$ cat src/rtl/dp_ram_pkg.sv
// Shared defaults and command type for the dual-port RAM port controllers.
package dp_ram_pkg;

  localparam int WIDTH_DEF = 32;
  localparam int DEPTH_DEF = 256;

  function automatic int addr_w(input int depth);
    return (depth > 1) ? $clog2(depth) : 1;
  endfunction

  localparam int ADDR_W_DEF = addr_w(DEPTH_DEF);

  typedef struct packed {
    logic                  we;
    logic [ADDR_W_DEF-1:0] addr;
    logic [WIDTH_DEF-1:0]  wdata;
  } cmd_t;

endpackage

$ cat src/rtl/rsp_fifo.sv
// Small synchronous FIFO with push/pop and an occupancy count; storage clears on reset.
module rsp_fifo #(
  parameter  int WIDTH     = 32,
  parameter  int BUF_DEPTH = 3,
  localparam int PTR_W     = (BUF_DEPTH > 1) ? $clog2(BUF_DEPTH) : 1,
  localparam int CNT_W     = $clog2(BUF_DEPTH + 1)
) (
  input  logic             clk,
  input  logic             rst_n,
  input  logic             push,
  input  logic [WIDTH-1:0] push_data,
  input  logic             pop,
  output logic [WIDTH-1:0] rd_data,
  output logic [CNT_W-1:0] cnt
);

  logic [WIDTH-1:0] mem_q [BUF_DEPTH];
  logic [WIDTH-1:0] mem_d [BUF_DEPTH];
  logic [PTR_W-1:0] wr_ptr_q, wr_ptr_d;
  logic [PTR_W-1:0] rd_ptr_q, rd_ptr_d;
  logic [CNT_W-1:0] cnt_q, cnt_d;
  logic             do_pop;

  // Pointers wrap at BUF_DEPTH, which need not be a power of two.
  function automatic logic [PTR_W-1:0] next_ptr(input logic [PTR_W-1:0] p);
    return (p == PTR_W'(BUF_DEPTH - 1)) ? '0 : p + 1'b1;
  endfunction

  always_comb begin
    mem_d    = mem_q;
    wr_ptr_d = wr_ptr_q;
    rd_ptr_d = rd_ptr_q;
    cnt_d    = cnt_q;
    do_pop   = pop && (cnt_q != '0);
    if (push) begin
      mem_d[wr_ptr_q] = push_data;
      wr_ptr_d        = next_ptr(wr_ptr_q);
    end
    if (do_pop) begin
      rd_ptr_d = next_ptr(rd_ptr_q);
    end
    case ({push, do_pop})
      2'b10:   cnt_d = cnt_q + 1'b1;
      2'b01:   cnt_d = cnt_q - 1'b1;
      default: cnt_d = cnt_q;
    endcase
  end

  always_ff @(posedge clk or negedge rst_n) begin
    if (!rst_n) begin
      mem_q    <= '{default: '0};
      wr_ptr_q <= '0;
      rd_ptr_q <= '0;
      cnt_q    <= '0;
    end else begin
      mem_q    <= mem_d;
      wr_ptr_q <= wr_ptr_d;
      rd_ptr_q <= rd_ptr_d;
      cnt_q    <= cnt_d;
    end
  end

  assign rd_data = mem_q[rd_ptr_q];
  assign cnt     = cnt_q;

endmodule

$ cat src/rtl/dp_ram_port_ctrl.sv
// Client-side controller for one synchronous port of the dual-port RAM.
module dp_ram_port_ctrl
  import dp_ram_pkg::*;
#(
  parameter  int WIDTH     = WIDTH_DEF,
  parameter  int DEPTH     = DEPTH_DEF,
  parameter  int BUF_DEPTH = 3,
  localparam int ADDR_W    = addr_w(DEPTH),
  localparam int OUT_W     = $clog2(BUF_DEPTH + 1) + 1
) (
  input  logic              clk,
  input  logic              rst_n,
  input  logic              req_valid,
  output logic              req_ready,
  input  logic              req_we,
  input  logic [ADDR_W-1:0] req_addr,
  input  logic [WIDTH-1:0]  req_wdata,
  output logic              rsp_valid,
  input  logic              rsp_ready,
  output logic [WIDTH-1:0]  rsp_rdata,
  output logic              ram_we,
  output logic [ADDR_W-1:0] ram_addr,
  output logic [WIDTH-1:0]  ram_wdata,
  input  logic [WIDTH-1:0]  ram_rdata,
  output logic [OUT_W-1:0]  rd_outstanding
);

  localparam int CNT_W = $clog2(BUF_DEPTH + 1);

  logic             accept;
  logic             pop;
  logic             pend_q, pend_d;
  logic [CNT_W-1:0] cnt;
  logic [OUT_W-1:0] outstanding;

  // Reserving a slot for every read in flight means a push can never find the buffer full.
  assign outstanding = OUT_W'(cnt) + OUT_W'(pend_q);
  assign req_ready   = outstanding < OUT_W'(BUF_DEPTH);

  always_comb begin
    accept    = req_valid && req_ready;
    pop       = rsp_valid && rsp_ready;
    pend_d    = accept && !req_we;
    ram_we    = accept && req_we;
    ram_addr  = req_addr;
    ram_wdata = req_wdata;
  end

  always_ff @(posedge clk or negedge rst_n) begin
    if (!rst_n) begin
      pend_q <= 1'b0;
    end else begin
      pend_q <= pend_d;
    end
  end

  rsp_fifo #(
    .WIDTH    (WIDTH),
    .BUF_DEPTH(BUF_DEPTH)
  ) u_rsp_fifo (
    .clk      (clk),
    .rst_n    (rst_n),
    .push     (pend_q),
    .push_data(ram_rdata),
    .pop      (pop),
    .rd_data  (rsp_rdata),
    .cnt      (cnt)
  );

  assign rsp_valid      = (cnt != '0);
  assign rd_outstanding = outstanding;

endmodule

$ cat config.mk
export PLATFORM = sky130hd
export DESIGN_NAME = dp_ram_port_ctrl
export DESIGN_NICKNAME = d
export VERILOG_FILES = /design/src/rtl/dp_ram_pkg.sv /design/src/rtl/rsp_fifo.sv /design/src/rtl/dp_ram_port_ctrl.sv
export SDC_FILE = /design/constraint.sdc
export NUM_CORES = 1
export LEC_CHECK = 0
export ABC_AREA = 1
export CELL_PAD_IN_SITES_DETAIL_PLACEMENT = 2
export CELL_PAD_IN_SITES_GLOBAL_PLACEMENT = 2
export CORE_MARGIN = 2
export CORE_UTILIZATION = 26
export CTS_BUF_LIST = sky130_fd_sc_hd__clkbuf_2
export CTS_CLUSTER_DIAMETER = 40
export DETAILED_ROUTE_END_ITERATION = 8
export HOLD_SLACK_MARGIN = 0.12
export PLACE_DENSITY_LB_ADDON = 0.05
export SYNTH_ARGS = -nofsm -noshare
export SYNTH_HDL_FRONTEND = slang
export SYNTH_SLANG_ARGS = --single-unit
$ cat constraint.sdc
create_clock -name clk -period 1.85 [get_ports clk]
set_clock_uncertainty 0.1 [all_clocks]
set_input_delay 0.37 -clock clk [delete_from_list [all_inputs] [get_ports clk]]
set_output_delay 0.37 -clock clk [all_outputs]
set_load 0.02 [all_outputs]
==> results.yml <==
status:
  status: "finished with violations"
  violations: "negative setup slack"
placed_design:
  routabilityCongestion: 0.6667
  io_buffer_count: 74
  dp_cells: 821
  hpwl_mm: 8.774
critical_path:
  critPathKind: "flip-flop to primary output"
  startpoint_type: "flip-flop"
  path_max_fanout: 2
  critical-path-max-stage-delay_ns: 0.49
  end_kind: "primary output"
  crit_chain: "ha_4 > ha_4 > a21oi_4 > nand2_2 > nor2_4 > buf_6"
  critPathRequiredTime_ns: 1.38
  critical_path.most_common_cell: "ha_4"
  critPathSlowestCell: "dfrtp_2"
  path_delay_family: "flip-flops"
  crit_arrival_ns: 1.89
  path_buf_inv: 1
detailed_routing:
  ant_nets: 0
  wl_per_cell_um: 17.18
  drt-total-wl_mm: 14.89
  drtIter0Drc: 95
  route.vias.total: 3908
  vias_per_cell: 4.507
  dr.pass1.iters: 4
  drc: 0
cts:
  cts_buffers: 9
  clock_latency_ns: 0.59
  cts_tree: "yes"
  clk_pin_slew_ns: 0.34
  cts_sinks: 103
  clock-root-buffer: "clkbuf_2"
  htreeDepth: 3
  cts_buffer_depth: 2
global_routing:
  grt-ovfl-total: 0
  antenna_found_initial: 1
  grtUsageTotal: 0.1487
  grt_pass1_vias: 4456
  grt_max_degree: 104
  grt_pass1_wl_mm: 23.44
die:
  io_pins: 155
  num_rows: 50
  die_y_um: 142.3
  initial_core_util: 0.2651
  dieWidth_um: 142.3
  core_area_um2: 18770
  dieArea_um2: 20260
finish:
  synthToLayoutAreaGrowth_pct: 39.55
  num-fill-cells: 2035
  mostFrequentLayoutCell: "nand2_1"
  mostFrequentLayoutCells: "138 x nand2_1, 100 x dfrtp_1, 46 x nand2_2"
  instances_no_fill: 867
  fin_nets: 707
  drive_gt1_frac: 0.4019
run:
  max_cap_viol_count: 0
timing:
  setup_violations: 38
  fmax_mhz: 423.2
  grt_setup_unrepaired: "yes"
  drv_slew: 0
  hold_viol_final: 0
  tns_ns: -16.11
  worst_slack_ns: -0.5128
  period_share: 1.277
  worst_slew_pin_slew_ns: 0.6261
  slew_headroom: 0.5826
  holdWs_ns: 0.1937
  period_minus_slack_ns: 2.363
synthesis:
  synth_cells: 565
  synthesis.area_um2: 4976
  yosysUniqueCellTypes: 20
  syn_nets: 645
  ys_seq_elements: 103
  syn_area_per_cell_um2: 8.807
  seq_area_frac_synth: 0.5180
  yosys_warnings: 0
pwr:
  p_leak_nw: 3.450
  pwr_density_cell_nw_per_um2: 1916
  ir_drop_uv: 717.9
min_path:
  worstHoldPathType: "input pin to flip-flop"
-- synthesized netlist by cell type (all sizes together) --
| master | number | area (µm²) |
|---|---|---|
| nand2 | 205 | 769.5 |
| inv | 43 | 161.4 |
| dfrtp | 103 | 2577 |
| clkbuf | 2 | 7.510 |
| nand4 | 1 | 6.260 |
| a21oi | 1 | 5.000 |
| xnor2 | 1 | 8.760 |
| buf | 67 | 518.0 |
| ha | 3 | 37.54 |
| o21ai | 98 | 655.6 |
| nor2 | 5 | 26.28 |
| nand3 | 36 | 202.7 |
-- per-stage QoR --
step             util  total power, mW  instance area [µm²]  worst slack, ns
2_1_floorplan       -            7.519                 5024          0.01518
3_3_place_gp   0.3103            9.835                 5824          -0.3143
3_5_place_dp   0.3103            10.02                 5824          -0.3412
4_1_cts        0.3479            12.52                 6530          -0.6070
5_1_grt        0.3700            14.32                 6944          -0.6501
6_report       0.3700            13.30                 6944          -0.5128
-- worst min-delay path: cells and delay by family --
family	cells	cell delay, ns
compound gates	1	0.07
buf+inv	2	0.51
-- path summary, 6_finish.rpt --
path	cells past startpoint	startpoint	slack, ns	endpoint
min reg2reg	2	u_rsp_fifo.mem_q[78]$_DFFE_PN0P_	0.42	u_rsp_fifo.mem_q[78]$_DFFE_PN0P_
max in group asynchronous	3	rst_n	0.93	u_rsp_fifo.rd_ptr_q[1]$_DFFE_PN0P_
max	6	pend_q$_DFF_PN0_	-0.51	ram_we
min	3	ram_rdata[5]	0.19	u_rsp_fifo.mem_q[37]$_DFFE_PN0P_
max reg2reg	10	u_rsp_fifo.cnt[0]$_DFFE_PN0P_	0.17	u_rsp_fifo.cnt[1]$_DFFE_PN0P_
min in group asynchronous	3	rst_n	0.20	u_rsp_fifo.mem_q[18]$_DFFE_PN0P_
-- flip-flops by register name (all words and copies together) (netlist names) --
register / count
pend_q: 1
u_rsp_fifo.cnt: 2
u_rsp_fifo.mem_q: 96
u_rsp_fifo.rd_ptr_q: 2
u_rsp_fifo.wr_ptr_q: 2
-- cells by family after synthesis --
| family | share of synthesized area |
|---|---|
| AO/OA/AOI/OAI | 0.1328 |
| XOR/XNOR | 0.001760 |
| buffers and inverters | 0.1380 |
| adder cells (fa/ha/maj) | 0.007544 |
| flip-flops | 0.5180 |
| AND/OR/NAND/NOR | 0.2019 |
-- routing by layer --
metal	wire length [µm]	up-vias	track usage
li1	-	1876	-
met1	6992	1945	0.1899
met2	7211	64	0.2550
met3	512	23	0.03432
met4	175	0	0.03752
met5	0	-	0
-- repair_timing --
| item | in CTS | in global routing |
|---|---|---|
| gates resized for setup | 308 | 58 |
| buffers inserted | 10 | 6 |
| setup endpoints to repair | 38 | 38 |
| gates cloned | 3 | 7 |
| hold buffers | 4 | 1 |
| pin swaps | 8 | 21 |
| hold endpoints to repair | 106 | 1 |
-- final cells by class --
type                       instances  area [µm²]  share of cell area
timing repair buffer             120        1516              0.2184
tap                              234       292.8             0.04216
multi-input combinational        350        2250              0.3240
antenna                            1       2.502           0.0003604
clock inverter                     7       95.09             0.01369
sequential                       103        2581              0.3717
inverter                          43       161.4             0.02324
clock buffer                       9       45.04            0.006486
-- where the power goes --
part / leakage (nW) / internal, mW / switching [mW]
clock network: 0.0722 / 0.444 / 0.821
logic: 2.14 / 3.83 / 3.99
registers: 1.24 / 3.36 / 0.862
Note: power is estimated with default switching activity, not from simulation.
